`config.mk`:
```
export PLATFORM = sky130hd
export DESIGN_NAME = wr_port_arbiter
export DESIGN_NICKNAME = d
export VERILOG_FILES = /design/src/rtl/wr_port_arbiter.sv
export SDC_FILE = /design/constraint.sdc
export NUM_CORES = 1
export LEC_CHECK = 0
export CORE_MARGIN = 3
export CORE_UTILIZATION = 38
export DETAILED_ROUTE_END_ITERATION = 16
export HOLD_SLACK_MARGIN = 0.15
export PLACE_DENSITY = 0.81
export SYNTH_ARGS = -nofsm -noshare
export SYNTH_HDL_FRONTEND = slang
export SYNTH_SLANG_ARGS = --single-unit
export TNS_END_PERCENT = 30
```
`constraint.sdc`:
```
create_clock -name wclk -period 3.6 [get_ports wclk]
set_clock_uncertainty 0.15 [all_clocks]
set_input_delay 0.72 -clock wclk [delete_from_list [all_inputs] [get_ports wclk]]
set_output_delay 0.72 -clock wclk [all_outputs]
set_load 0.02 [all_outputs]
```
`src/rtl/wr_port_arbiter.sv`:
```
`default_nettype none
// ============================================================================
// Module   : wr_port_arbiter
// Purpose  : Shares the write port of an async FIFO (wclk domain) between
//            NUM_REQ valid/ready requesters. Round-robin grants with bounded
//            bursts, throttled by FIFO space (wfull / wr_level), and sequences
//            the FIFO soft reset after hardware reset and on flush requests.
// Ports    : wclk, hw_rst_n       - clock, async active-low reset
//            req_valid/req_data   - requester beats (data packed per requester)
//            req_ready            - combinational beat accept per requester
//            flush_req            - pulse: drop grant and pulse sw_rst
//            cfg_afull_wr/value   - load new almost-full threshold
//            wfull, wr_almost_ful, overflow, wr_level - FIFO write-side status
//            wdata, write_enable, afull_value, sw_rst - FIFO write-side drive
//            grant_id, busy, err_overflow           - arbiter status
// Revision : 1.0 - initial release
// ============================================================================
module wr_port_arbiter #(
  parameter int         NUM_REQ       = 4,
  parameter int         DATA_W        = 32,
  parameter int         DEPTH         = 32,
  parameter int         MAX_BURST     = 4,
  parameter int         SW_RST_CYCLES = 3,
  parameter logic [4:0] AFULL_RST     = 5'd28
) (
  input  logic                       wclk,
  input  logic                       hw_rst_n,
  input  logic [NUM_REQ-1:0]         req_valid,
  input  logic [NUM_REQ*DATA_W-1:0]  req_data,
  output logic [NUM_REQ-1:0]         req_ready,
  input  logic                       flush_req,
  input  logic                       cfg_afull_wr,
  input  logic [4:0]                 cfg_afull_value,
  input  logic                       wfull,
  input  logic                       wr_almost_ful,
  input  logic                       overflow,
  input  logic [5:0]                 wr_level,
  output logic [DATA_W-1:0]          wdata,
  output logic                       write_enable,
  output logic [4:0]                 afull_value,
  output logic                       sw_rst,
  output logic [$clog2(NUM_REQ)-1:0] grant_id,
  output logic                       busy,
  output logic                       err_overflow
);

  localparam int ID_W = $clog2(NUM_REQ);

  localparam logic [3:0]    c_burst_last = 4'(MAX_BURST - 1);
  localparam logic [3:0]    c_seq_last   = 4'(SW_RST_CYCLES - 1);
  localparam logic [6:0]    c_depth      = 7'(DEPTH);
  localparam logic [ID_W:0] c_num_req    = (ID_W + 1)'(NUM_REQ);
  localparam logic [ID_W:0] c_id_one     = (ID_W + 1)'(1);

  typedef enum logic [1:0] {
    ST_INIT  = 2'd0,
    ST_IDLE  = 2'd1,
    ST_GRANT = 2'd2,
    ST_FLUSH = 2'd3
  } state_t;

  state_t             r_state;
  state_t             w_state_nxt;
  logic [ID_W-1:0]    r_rr_ptr;
  logic [3:0]         r_beat_cnt;
  logic [3:0]         r_seq_cnt;

  logic [DATA_W-1:0]  w_req_data [NUM_REQ];
  logic [ID_W-1:0]    w_winner;
  logic [ID_W-1:0]    w_cand;
  logic               w_found;
  logic [6:0]         w_level_sum;
  logic               w_space;
  logic               w_accept;
  logic               w_grant_load;
  logic               w_grant_exit;
  logic               w_unused;

  // Almost-full is informational only; it never gates writes.
  assign w_unused = wr_almost_ful;

  for (genvar gi = 0; gi < NUM_REQ; gi++) begin : g_unpack
    assign w_req_data[gi] = req_data[gi*DATA_W +: DATA_W];
  end

  // Requester index arithmetic modulo NUM_REQ (also valid for non power-of-2).
  function automatic logic [ID_W-1:0] wrap_id(input logic [ID_W:0] sum);
    logic [ID_W:0] t;
    t = (sum >= c_num_req) ? (sum - c_num_req) : sum;
    return t[ID_W-1:0];
  endfunction

  // Round-robin search: first valid requester at or after rr_ptr.
  always_comb begin
    w_found  = 1'b0;
    w_winner = r_rr_ptr;
    w_cand   = r_rr_ptr;
    for (int k = 0; k < NUM_REQ; k++) begin
      w_cand = wrap_id({1'b0, r_rr_ptr} + k[ID_W:0]);
      if (!w_found && req_valid[w_cand]) begin
        w_found  = 1'b1;
        w_winner = w_cand;
      end
    end
  end

  // The write launched last cycle is not yet visible in wr_level, so count it.
  assign w_level_sum = {1'b0, wr_level} + {6'd0, write_enable};
  assign w_space     = !wfull && (w_level_sum < c_depth);

  assign busy = (r_state != ST_IDLE);

  always_ff @(posedge wclk or negedge hw_rst_n) begin
    if (!hw_rst_n) r_state <= ST_INIT;
    else           r_state <= w_state_nxt;
  end

  always_comb begin
    w_state_nxt  = r_state;
    req_ready    = '0;
    w_accept     = 1'b0;
    w_grant_load = 1'b0;
    w_grant_exit = 1'b0;
    case (r_state)
      ST_INIT: begin
        if (r_seq_cnt == c_seq_last) w_state_nxt = ST_IDLE;
      end
      ST_IDLE: begin
        if (flush_req) begin
          w_state_nxt = ST_FLUSH;
        end else if (w_found) begin
          w_grant_load = 1'b1;
          w_state_nxt  = ST_GRANT;
        end
      end
      ST_GRANT: begin
        if (w_space && !flush_req) req_ready[grant_id] = 1'b1;
        w_accept = req_ready[grant_id] && req_valid[grant_id];
        if (flush_req) begin
          w_grant_exit = 1'b1;
          w_state_nxt  = ST_FLUSH;
        end else if (!req_valid[grant_id]) begin
          w_grant_exit = 1'b1;
          w_state_nxt  = ST_IDLE;
        end else if (w_accept && (r_beat_cnt == c_burst_last)) begin
          w_grant_exit = 1'b1;
          w_state_nxt  = ST_IDLE;
        end
      end
      ST_FLUSH: begin
        if (r_seq_cnt == c_seq_last) w_state_nxt = ST_IDLE;
      end
      default: w_state_nxt = ST_INIT;
    endcase
  end

  always_ff @(posedge wclk or negedge hw_rst_n) begin
    if (!hw_rst_n) begin
      wdata        <= '0;
      write_enable <= 1'b0;
      sw_rst       <= 1'b0;
      afull_value  <= AFULL_RST;
      grant_id     <= '0;
      r_rr_ptr     <= '0;
      r_beat_cnt   <= '0;
      r_seq_cnt    <= '0;
      err_overflow <= 1'b0;
    end else begin
      write_enable <= w_accept;
      if (w_accept) wdata <= w_req_data[grant_id];

      // sw_rst follows the state by one cycle, so a write accepted just
      // before a flush still lands ahead of the soft reset.
      sw_rst <= (r_state == ST_INIT) || (r_state == ST_FLUSH);

      if (cfg_afull_wr) afull_value <= cfg_afull_value;

      if (w_grant_load) begin
        grant_id   <= w_winner;
        r_beat_cnt <= '0;
      end else if (w_accept) begin
        r_beat_cnt <= r_beat_cnt + 4'd1;
      end

      if (w_grant_exit) r_rr_ptr <= wrap_id({1'b0, grant_id} + c_id_one);

      if (((r_state == ST_INIT) || (r_state == ST_FLUSH)) && (w_state_nxt == r_state))
        r_seq_cnt <= r_seq_cnt + 4'd1;
      else
        r_seq_cnt <= '0;

      if ((r_state == ST_FLUSH) && (w_state_nxt == ST_IDLE))
        err_overflow <= 1'b0;
      else if (overflow && (r_state != ST_INIT) && (r_state != ST_FLUSH))
        err_overflow <= 1'b1;
    end
  end

endmodule
`default_nettype wire
```
== Word level (Yosys, flattened, before mapping) ==
Cells that the tools add are included.
Storage, ports and cells
  flip-flop bits (word level): 54
  input bits: 150
  output and inout bits: 47
  word-level logic and storage cells: 121
Cells by class
  add/sub/neg operators: 12
  $lt $le $gt $ge: 13
  equal/unequal tests: 9
  multiplexer cells: 53
  bitwise gates (word level): 1
  reduce and logical (&&, ||, !) cells: 23
Operators with widths (count)
  $bmux W32 S2: 1
  $mux W32: 2
  $mux W2: 15
  $mux W4: 6
  $mux W1: 21
  $ge A3 B3 Y1 const B: 5
  $lt A2 B3 Y1 const B: 5
  $bmux W1 S2: 6
  $logic_and A1 B1 Y1: 12
  $sub A2 B1 Y2 const B: 5
  $add A4 B1 Y4 const B: 2
  $eq A4 B2 Y1 const B: 2
  $add A6 B1 Y7: 1
  $lt A7 B6 Y1 const B: 1
  $add A2 B1 Y3 const B: 2
  $add A2 B2 Y3 const B: 2
  $pmux W2 S3: 1
  $reduce_bool A2 Y1: 3
  $logic_not A1 Y1: 5
  $eq A2 B1 Y1 const B: 2
  $eq A2 B2 Y1 const B: 2
  $ge A2 B3 Y1 const B: 1
  $not A2 Y3: 1
  $demux W1 S2: 1
  7 further kinds: 7

== Logic depth before layout (Yosys ltp) ==
Gate-level depths: netlist of run 1.
  depth after elaboration: 20
  gate-level depth with buffers: 10
  depth with buffers taken out: 7

== Worst setup path before layout of run 1 ==
No wires, ideal clock.
  path type: register to register
  start: register grant_id[1]
  end: register r_rr_ptr[0]
  library setup time: 125 ps
  arrival time: 2608 ps
  data required time: 3325 ps
  path slack: 717 ps
  stages on the path, launching flop included: 10
  buffers on the path: 2
  clock period less this slack: 2883 ps
  cells stage by stage: dfrtp_1 buf_2 buf_1 inv_1 ha_1 mux4_2 or4b_4 o21a_4 a21o_1 mux2_4
On the way
  word-level cells in the longest chain between the ends: 14
RTL lines
  start, declared: line 42  | output logic [$clog2(NUM_REQ)-1:0] grant_id,
  start signal, assigned: line 179  | grant_id <= w_winner;
  $lt A2 B3 Y1 (implied by the code) / $ge A2 B1 Y1 (equally long branches): line 137  | if (w_space && !flush_req) req_ready[grant_id] = 1'b1;
  $logic_and A1 B1 Y1 (implied by the code): line 137
  $mux W1 (implied by the code): line 137
  $demux W1 S2: line 137
  $mux W4: line 137
  $mux W4: line 124  | case (r_state)
  $bmux W1 S2: line 138  | w_accept = req_ready[grant_id] && req_valid[grant_id];
  $mux W1 (implied by the code): line 138
  $logic_and A1 B1 Y1: line 138
  $logic_and A1 B1 Y1: line 145  | end else if (w_accept && (r_beat_cnt == c_burst_last)) begin
  $mux W1: line 145
  $mux W1: line 142  | end else if (!req_valid[grant_id]) begin
  $mux W1: line 139  | if (flush_req) begin
  $mux W1: line 124
  end signal, assigned: line 185  | if (w_grant_exit) r_rr_ptr <= wrap_id({1'b0, grant_id} + c_id_one);
  end, declared: line 64  | logic [ID_W-1:0] r_rr_ptr;
Several ways; a longest one is shown, not always the timed one. The select of a mux whose other input is x is not followed.
A chain may end at the register's enable or synchronous reset.

== Final worst setup path of run 1 ==
  start: input flush_req
  end: output req_ready[2]
On the way
  word-level cells in the longest chain between the ends: 5
RTL lines
  start, declared: line 31  | input logic flush_req,
  $logic_not A1 Y1: line 137
  $logic_and A1 B1 Y1: line 137
  $mux W4: line 137
  $mux W4 (2 in series): line 124
  end, declared: line 30  | output logic [NUM_REQ-1:0] req_ready,
No other way between the ends. The select of a mux whose other input is x is not followed.

==> results.cfg, run 1 <==
[status]
status = completed

[yosys]
synth.distinct_cells = 42
synth_area_um2 = 3362
postSynth.asyncResetShare_pct = 100.0
syn-num-nets = 413
synth_ff_type = dfrtp_1
synth-seq-cells = 54
synth_top_area_cell = dfrtp_1
yosysSeqAreaShare_pct = 40.31
synth_edf_count = 0
ys_top_cells_by_area = dfrtp_1 (38%), mux4_2 (22%), mux2_2 (12%)
syn_area_per_cell_um2 = 13.39
synthCells = 251
yosysTopAreaCellShare_pct = 37.96
yosys_warnings = 0

[sta]
hold_viol_final = 0
worstMarginPinSlew_ns = 1.014
slew_viol_final = 0
max_freq_mhz = 303.8
rsz0062_at_grt = false
relSlewSlack_pct = 32.21
finalCritPeriodShare_pct = 91.42
min_period_ns = 3.291
finalSetupTns_ns = 0
setup_viol = 0

[worst_hold_path]
hold_class = flip-flop to flip-flop
min_path_cells = 1

[run]
cap_violations = 0

[power]
p_leak_nw = 2.213
p_comb_share_pct = 57.4
power.share.clock_pct = 11.4
power_mw = 2.979
p_sw_mw = 1.123
p_sw_share_pct = 37.68
seq_power_share_pct = 31.1
vdd_drop_max_mv = 0.2193
internal-power_mw = 1.857
pwr_density_cell_nw_per_um2 = 538.9

[cells_and_area]
layout_commonest_cell = clkdlybuf4s50_1
fillers = 656
design_area_um2 = 5529
layout-drive-gt1-share_pct = 21.65
fin_nets = 609
final_cell_mix = clkdlybuf4s50_1 (194), dfrtp_1 (50), mux2_2 (37)
num_antenna_cells = 0
final_util_pct = 65.64
syn2layout_area_growth_pct = 64.46

[die]
die_h_um = 100.1
core_um2 = 8423
io_pins = 197
start_util_pct = 39.91
die_w_um = 100.1
rows = 33
dieArea_um2 = 10010

[clocking]
clockRootBuffer = clkbuf_8
htree_levels = 2
clock_latency_ns = 0.30
cts_buffer_depth = 2
postCtsSetupBuffers = 0
cts_sinks = 54
path_clk_slew_ns = 0.10
cts_tree = yes
numCtsBuffers = 5
cts_resized = 0
holdBufCountCts = 0

[critical_path]
endpoint_kind = primary output
path_class = input pin to primary output
required_ns = 2.73
slowest_stage = clkdlybuf4s50_1
start_kind = input pin
cpMostUsedCell = clkdlybuf4s50_1
crit_path_cell_trace = clkdlybuf4s50_1 > nor3_1 > o211ai_1 > nor2_1 > clkdlybuf4s50_1
cp.arrival_ns = 2.42
r2r_cells = 6
cpPeakStageDelay_ns = 0.64
critPathMaxFanout = 5

[global_route]
grt_pass1_vias = 3075
grt_pass1_wl_um = 15190
grt-ovfl-total = 0
grt_usage_pct = 19.13
antenna_found_initial = 0
grt_max_degree = 39

[place]
place_area_um2 = 5439
place_hpwl_um = 8101
io_buffers = 195
gp_congestion = 0.8996

[detailed_routing]
drc_errors = 0
first_pass_iters = 4
vias = 2930
first_iter_violations = 126
wl_per_cell_um = 17.71
postRouteAntennaNets = 0
wl_um = 9791
viasPerCell = 5.298
per-stage QoR:
step                      std cells  hold slack (ns)  worst slack, ns
final                           553           0.3628           0.3088
after global routing            553           0.3844           0.1392
after CTS                       553           0.3682           0.3136
after detailed placement        545           0.3455           0.2348
after global placement          545           0.3241           0.2786
after floorplan                 251           0.2744           0.7167
power groups by stage:
stage	combinational, mW	sequential [mW]	clock [mW]
finish	1.71	0.928	0.341
global route	1.84	0.958	0.374
CTS	1.73	0.932	0.354
detailed placement	1.72	0.945	0
global placement	1.69	0.929	0
floorplan	1.03	1.00	0
flip-flops by register name, summed over array words and instances (netlist names):
signal        flops
err_overflow      1
r_rr_ptr          2
sw_rst            1
wdata            32
write_enable      1
r_state           2
r_seq_cnt         4
grant_id          2
afull_value       5
r_beat_cnt        4
kinds of logic (layout without fill, tap and decap cells):
kind of cell | count (synthesis) | after routing | share of synthesized area [%]
compound gates | 32 | 32 | 7.109
xor+xnor | 5 | 5 | 1.303
fa+ha+maj | 12 | 12 | 4.466
buf+inv | 31 | 228 | 3.796
flops | 54 | 54 | 40.31
mux | 73 | 73 | 36.17
simple gates | 44 | 44 | 6.848
worst paths after layout:
check	start	endpoint	slack [ns]
setup reg to reg	r_state[0]$_DFF_PN0_	wdata[19]$_DFFE_PN0P_	0.61
hold / removal	wdata[18]$_DFFE_PN0P_	wdata[18]$_DFFE_PN0P_	0.36
min in group asynchronous	hw_rst_n	wdata[27]$_DFFE_PN0P_	0.37
setup / recovery	flush_req	req_ready[2]	0.31
hold reg to reg	wdata[18]$_DFFE_PN0P_	wdata[18]$_DFFE_PN0P_	0.36
max in group asynchronous	hw_rst_n	wdata[18]$_DFFE_PN0P_	2.24
Yosys cell counts, types with 2 or more instances:
cell and instances:
nor3b_1 2, inv_1 18, ha_1 12, o211ai_1 3, nor3_1 9, a21oi_1 8
buf_1 2, o22ai_1 2, o2111ai_1 3, nor2b_1 3, dfrtp_1 51, nand2_1 7
mux4_2 33, nor4_1 2, mux2_4 2, mux2_2 37, buf_2 6, clkbuf_1 4
nor2_1 11, xnor2_1 4, dfstp_2 3, o21ai_0 6, nand3_1 4
cell type report:
type	instances	area, µm²	share of cell area, %
flip-flops and latches	54	1356	24.53
clock buffers	5	68.82	1.245
inverters	18	67.56	1.222
clock inverters	3	21.27	0.3847
repair buffers	202	1999	36.16
well taps	105	131.4	2.376
multi-input cells	166	1884	34.08
worst max-delay path, delay by kind of cell:
family | cells | cell delay [ns]
AO/OA/AOI/OAI | 1 | 0.24
buffers and inverters | 2 | 1.06
AND/OR/NAND/NOR | 2 | 0.40
layer usage:
| layer | vias to the layer above | part of all wire, % | global-route usage, % | routed length, µm |
|---|---|---|---|---|
| li1 | 1352 | - | - | - |
| met1 | 1447 | 37 | 22.60 | 3650 |
| met2 | 122 | 54 | 35.61 | 5317 |
| met3 | 9 | 7.5 | 4.170 | 730 |
| met4 | 0 | 0.95 | 4.041 | 93 |
| met5 | - | 0 | 0 | 0 |
Note: power is estimated with default switching activity, not from simulation.
==> inputs of run 2 (changes only) <==
ABC_AREA = 1   (was default)
CORE_UTILIZATION = 40   (was 38)
PLACE_DENSITY = 0.82   (was 0.81)
REMOVE_ABC_BUFFERS = 1   (was default)
==> results.cfg, run 2 <==
[clocking]
clockRootBuffer = clkbuf_8
cts_resized = 0
numCtsBuffers = 5
holdBufCountCts = 0
postCtsSetupBuffers = 0
clock_latency_ns = 0.31
cts_sinks = 54
cts_tree = yes
cts_buffer_depth = 2
htree_levels = 2
path_clk_slew_ns = 0.10

[critical_path]
critPathTopFamily = buffers and inverters
critPathLaunch = flush_req
cp-endpoint = req_ready[0]
required_ns = 2.73
crit_buf_inv = 3
cpPeakStageDelay_ns = 0.62
rrSetupSlack_ns = 0.85
cp.arrival_ns = 2.55
r2r_start = grant_id[0]$_DFFE_PN0P_
crit_path_cell_trace = clkdlybuf4s50_1 > inv_2 > nand2_1 > nor2_2 > and2_1 > nand2_1 > nor2_1 > clkdlybuf4s50_1
endpoint_kind = primary output
r2r-end = r_beat_cnt[3]$_DFFE_PN0P_
r2r_cells = 9
crit_cells = 8
slowest_stage = clkdlybuf4s50_1
critPathMaxFanout = 5
path_class = input pin to primary output
start_kind = input pin

[yosys]
yosysSeqAreaShare_pct = 37.27
synth_compound_area_share_pct = 19.51
synth_ff_type = dfrtp_1
synthAdderAreaFrac_pct = 4.129
synth_xor_area_share_pct = 1.411
synth_area_um2 = 3636
synth_top_family_by_area = compound AO/OA/AOI/OAI gates
synth_common_cells = nor2_1 (79), o21ai_0 (70), inv_1 (52)
syn_area_per_cell_um2 = 7.887
synth.distinct_cells = 39
yosys_warnings = 0
postSynth.asyncResetShare_pct = 100.0
synth.most_common_cell = nor2_1
synthSimpleGateAreaFrac_pct = 17.65
ys_top_cells_by_area = dfrtp_1 (35%), o21ai_0 (9.6%), mux2i_1 (8.8%)
synth-seq-cells = 54
synthCells = 461
synth_edf_count = 0
muxShareOfSynthArea_pct = 10.67
synth_top_area_cell = dfrtp_1
yosysTopAreaCellShare_pct = 35.10

[worst_hold_path]
hold_class = input pin to asynchronous set/reset pin

[global_route]
grt-ovfl-total = 0
grt_pass1_wl_um = 17760
grt_max_degree = 39
antenna_found_initial = 0
grt_usage_pct = 21.50
grt_pass1_vias = 3874

[power]
power_mw = 4.033
p_leak_nw = 2.500
vdd_drop_max_mv = 0.2796
pwr_density_cell_nw_per_um2 = 695.2

[detailed_routing]
wl_um = 11010
drc_errors = 0
first_iter_violations = 65
postRouteAntennaNets = 0
viasPerCell = 5.060
wl_per_cell_um = 14.60
vias = 3815
first_pass_iters = 4

[cells_and_area]
final_util_pct = 66.21
top_register = wdata
largest_reg_flops = 32
final_cell_mix = clkdlybuf4s50_1 (194), nor2_1 (79), o21ai_0 (70)
fin_nets = 807
syn2layout_area_growth_pct = 59.57
layout-drive-gt1-share_pct = 7.895
layout_commonest_cell = clkdlybuf4s50_1
reg_top3 = wdata (32), afull_value (5)
num_antenna_cells = 0
final_cells = 754

[sta]
slew_viol_final = 0
hold_viol_final = 0
worstMarginPinSlew_ns = 0.7942
finalSetupTns_ns = 0
rsz0062_at_grt = false
finalCritPeriodShare_pct = 94.98
min_period_ns = 3.419
setup_viol = 0
max_freq_mhz = 292.5
relSlewSlack_pct = 47.05

[die]
die_h_um = 101.3
rows = 34
die_w_um = 101.3
io_pins = 197
core_um2 = 8763
dieArea_um2 = 10270
start_util_pct = 41.49

[status]
status = completed

[place]
place_hpwl_um = 8703
io_buffers = 195
gp_congestion = 0.8175
dp_cells = 746

[run]
cap_violations = 0
[run 2: cell count changes in the layout (fill, tap and decap cells not counted), moves of 9 or more]
cell,delta
mux2_2,-31
nand2_1,+29
nor3_1,-9
o22ai_1,+31
inv_1,+34
mux2i_1,+32
mux4_2,-33
nor2_1,+68
o21ai_0,+64
[run 2: power breakdown]
part           switching (mW)  internal (mW)
Clock                   0.200          0.297
Combinational            1.41           1.07
Sequential              0.225          0.841
[run 2: cells by family after synthesis]
| kind of cell | Yosys count |
|---|---|
| flip-flops | 54 |
| AO/OA/AOI/OAI | 124 |
| AND/OR/NAND/NOR | 145 |
| adder cells (fa/ha/maj) | 12 |
| buffers and inverters | 83 |
| XOR/XNOR | 5 |
| multiplexers | 38 |
[run 2: layer usage]
metal	vias to the layer above	wire length, µm	part of all wire (%)	global-route usage, %
met5	-	0	0	0
met3	14	834	7.6	5.647
met4	0	186	1.7	5.930
li1	1910	-	-	-
met2	140	5760	52	40.19
met1	1751	4228	38	23.89
[run 2: final cells by class]
cell class,instances,area (µm²)
well taps,108,135.1
clock buffers,6,82.58
multi-input cells,324,1947
flip-flops and latches,54,1356
fillers,790,2962
clock inverters,2,60.06
inverters,57,214.0
repair buffers,203,2007
[run 2: metrics by stage]
| stage | hold WS (ns) | setup WS (ns) | area (µm²) |
|---|---|---|---|
| after floorplan | 0.2744 | -1.718 | 3510 |
| after global placement | 0.3129 | 0.2142 | 5659 |
| after detailed placement | 0.3199 | 0.1641 | 5659 |
| after CTS | 0.3470 | 0.1634 | 5802 |
| after global routing | 0.3749 | 0.02327 | 5802 |
| final | 0.3327 | 0.1806 | 5802 |
[run 2: worst reg2reg max path, cell delays in order (launching register included)]
cell,delay [ns]
dfrtp_2,0.77
inv_2,0.12
buf_4,0.25
o211ai_1,0.22
nand2_1,0.16
nor3_4,0.20
buf_4,0.40
nand4_1,0.17
o21ai_1,0.16
a21oi_1,0.05
[run 2: worst min path at each step]
stage	startpoint	to	cells past startpoint
after floorplan	hw_rst_n	afull_value[0]$_DFFE_PN0P_	0
after global placement	wdata[5]$_DFFE_PN0P_	wdata[5]$_DFFE_PN0P_	2
after detailed placement	wdata[29]$_DFFE_PN0P_	wdata[29]$_DFFE_PN0P_	2
after CTS	wdata[16]$_DFFE_PN0P_	wdata[16]$_DFFE_PN0P_	2
after global routing	wdata[15]$_DFFE_PN0P_	wdata[15]$_DFFE_PN0P_	2
final	hw_rst_n	r_rr_ptr[0]$_DFFE_PN0P_	1
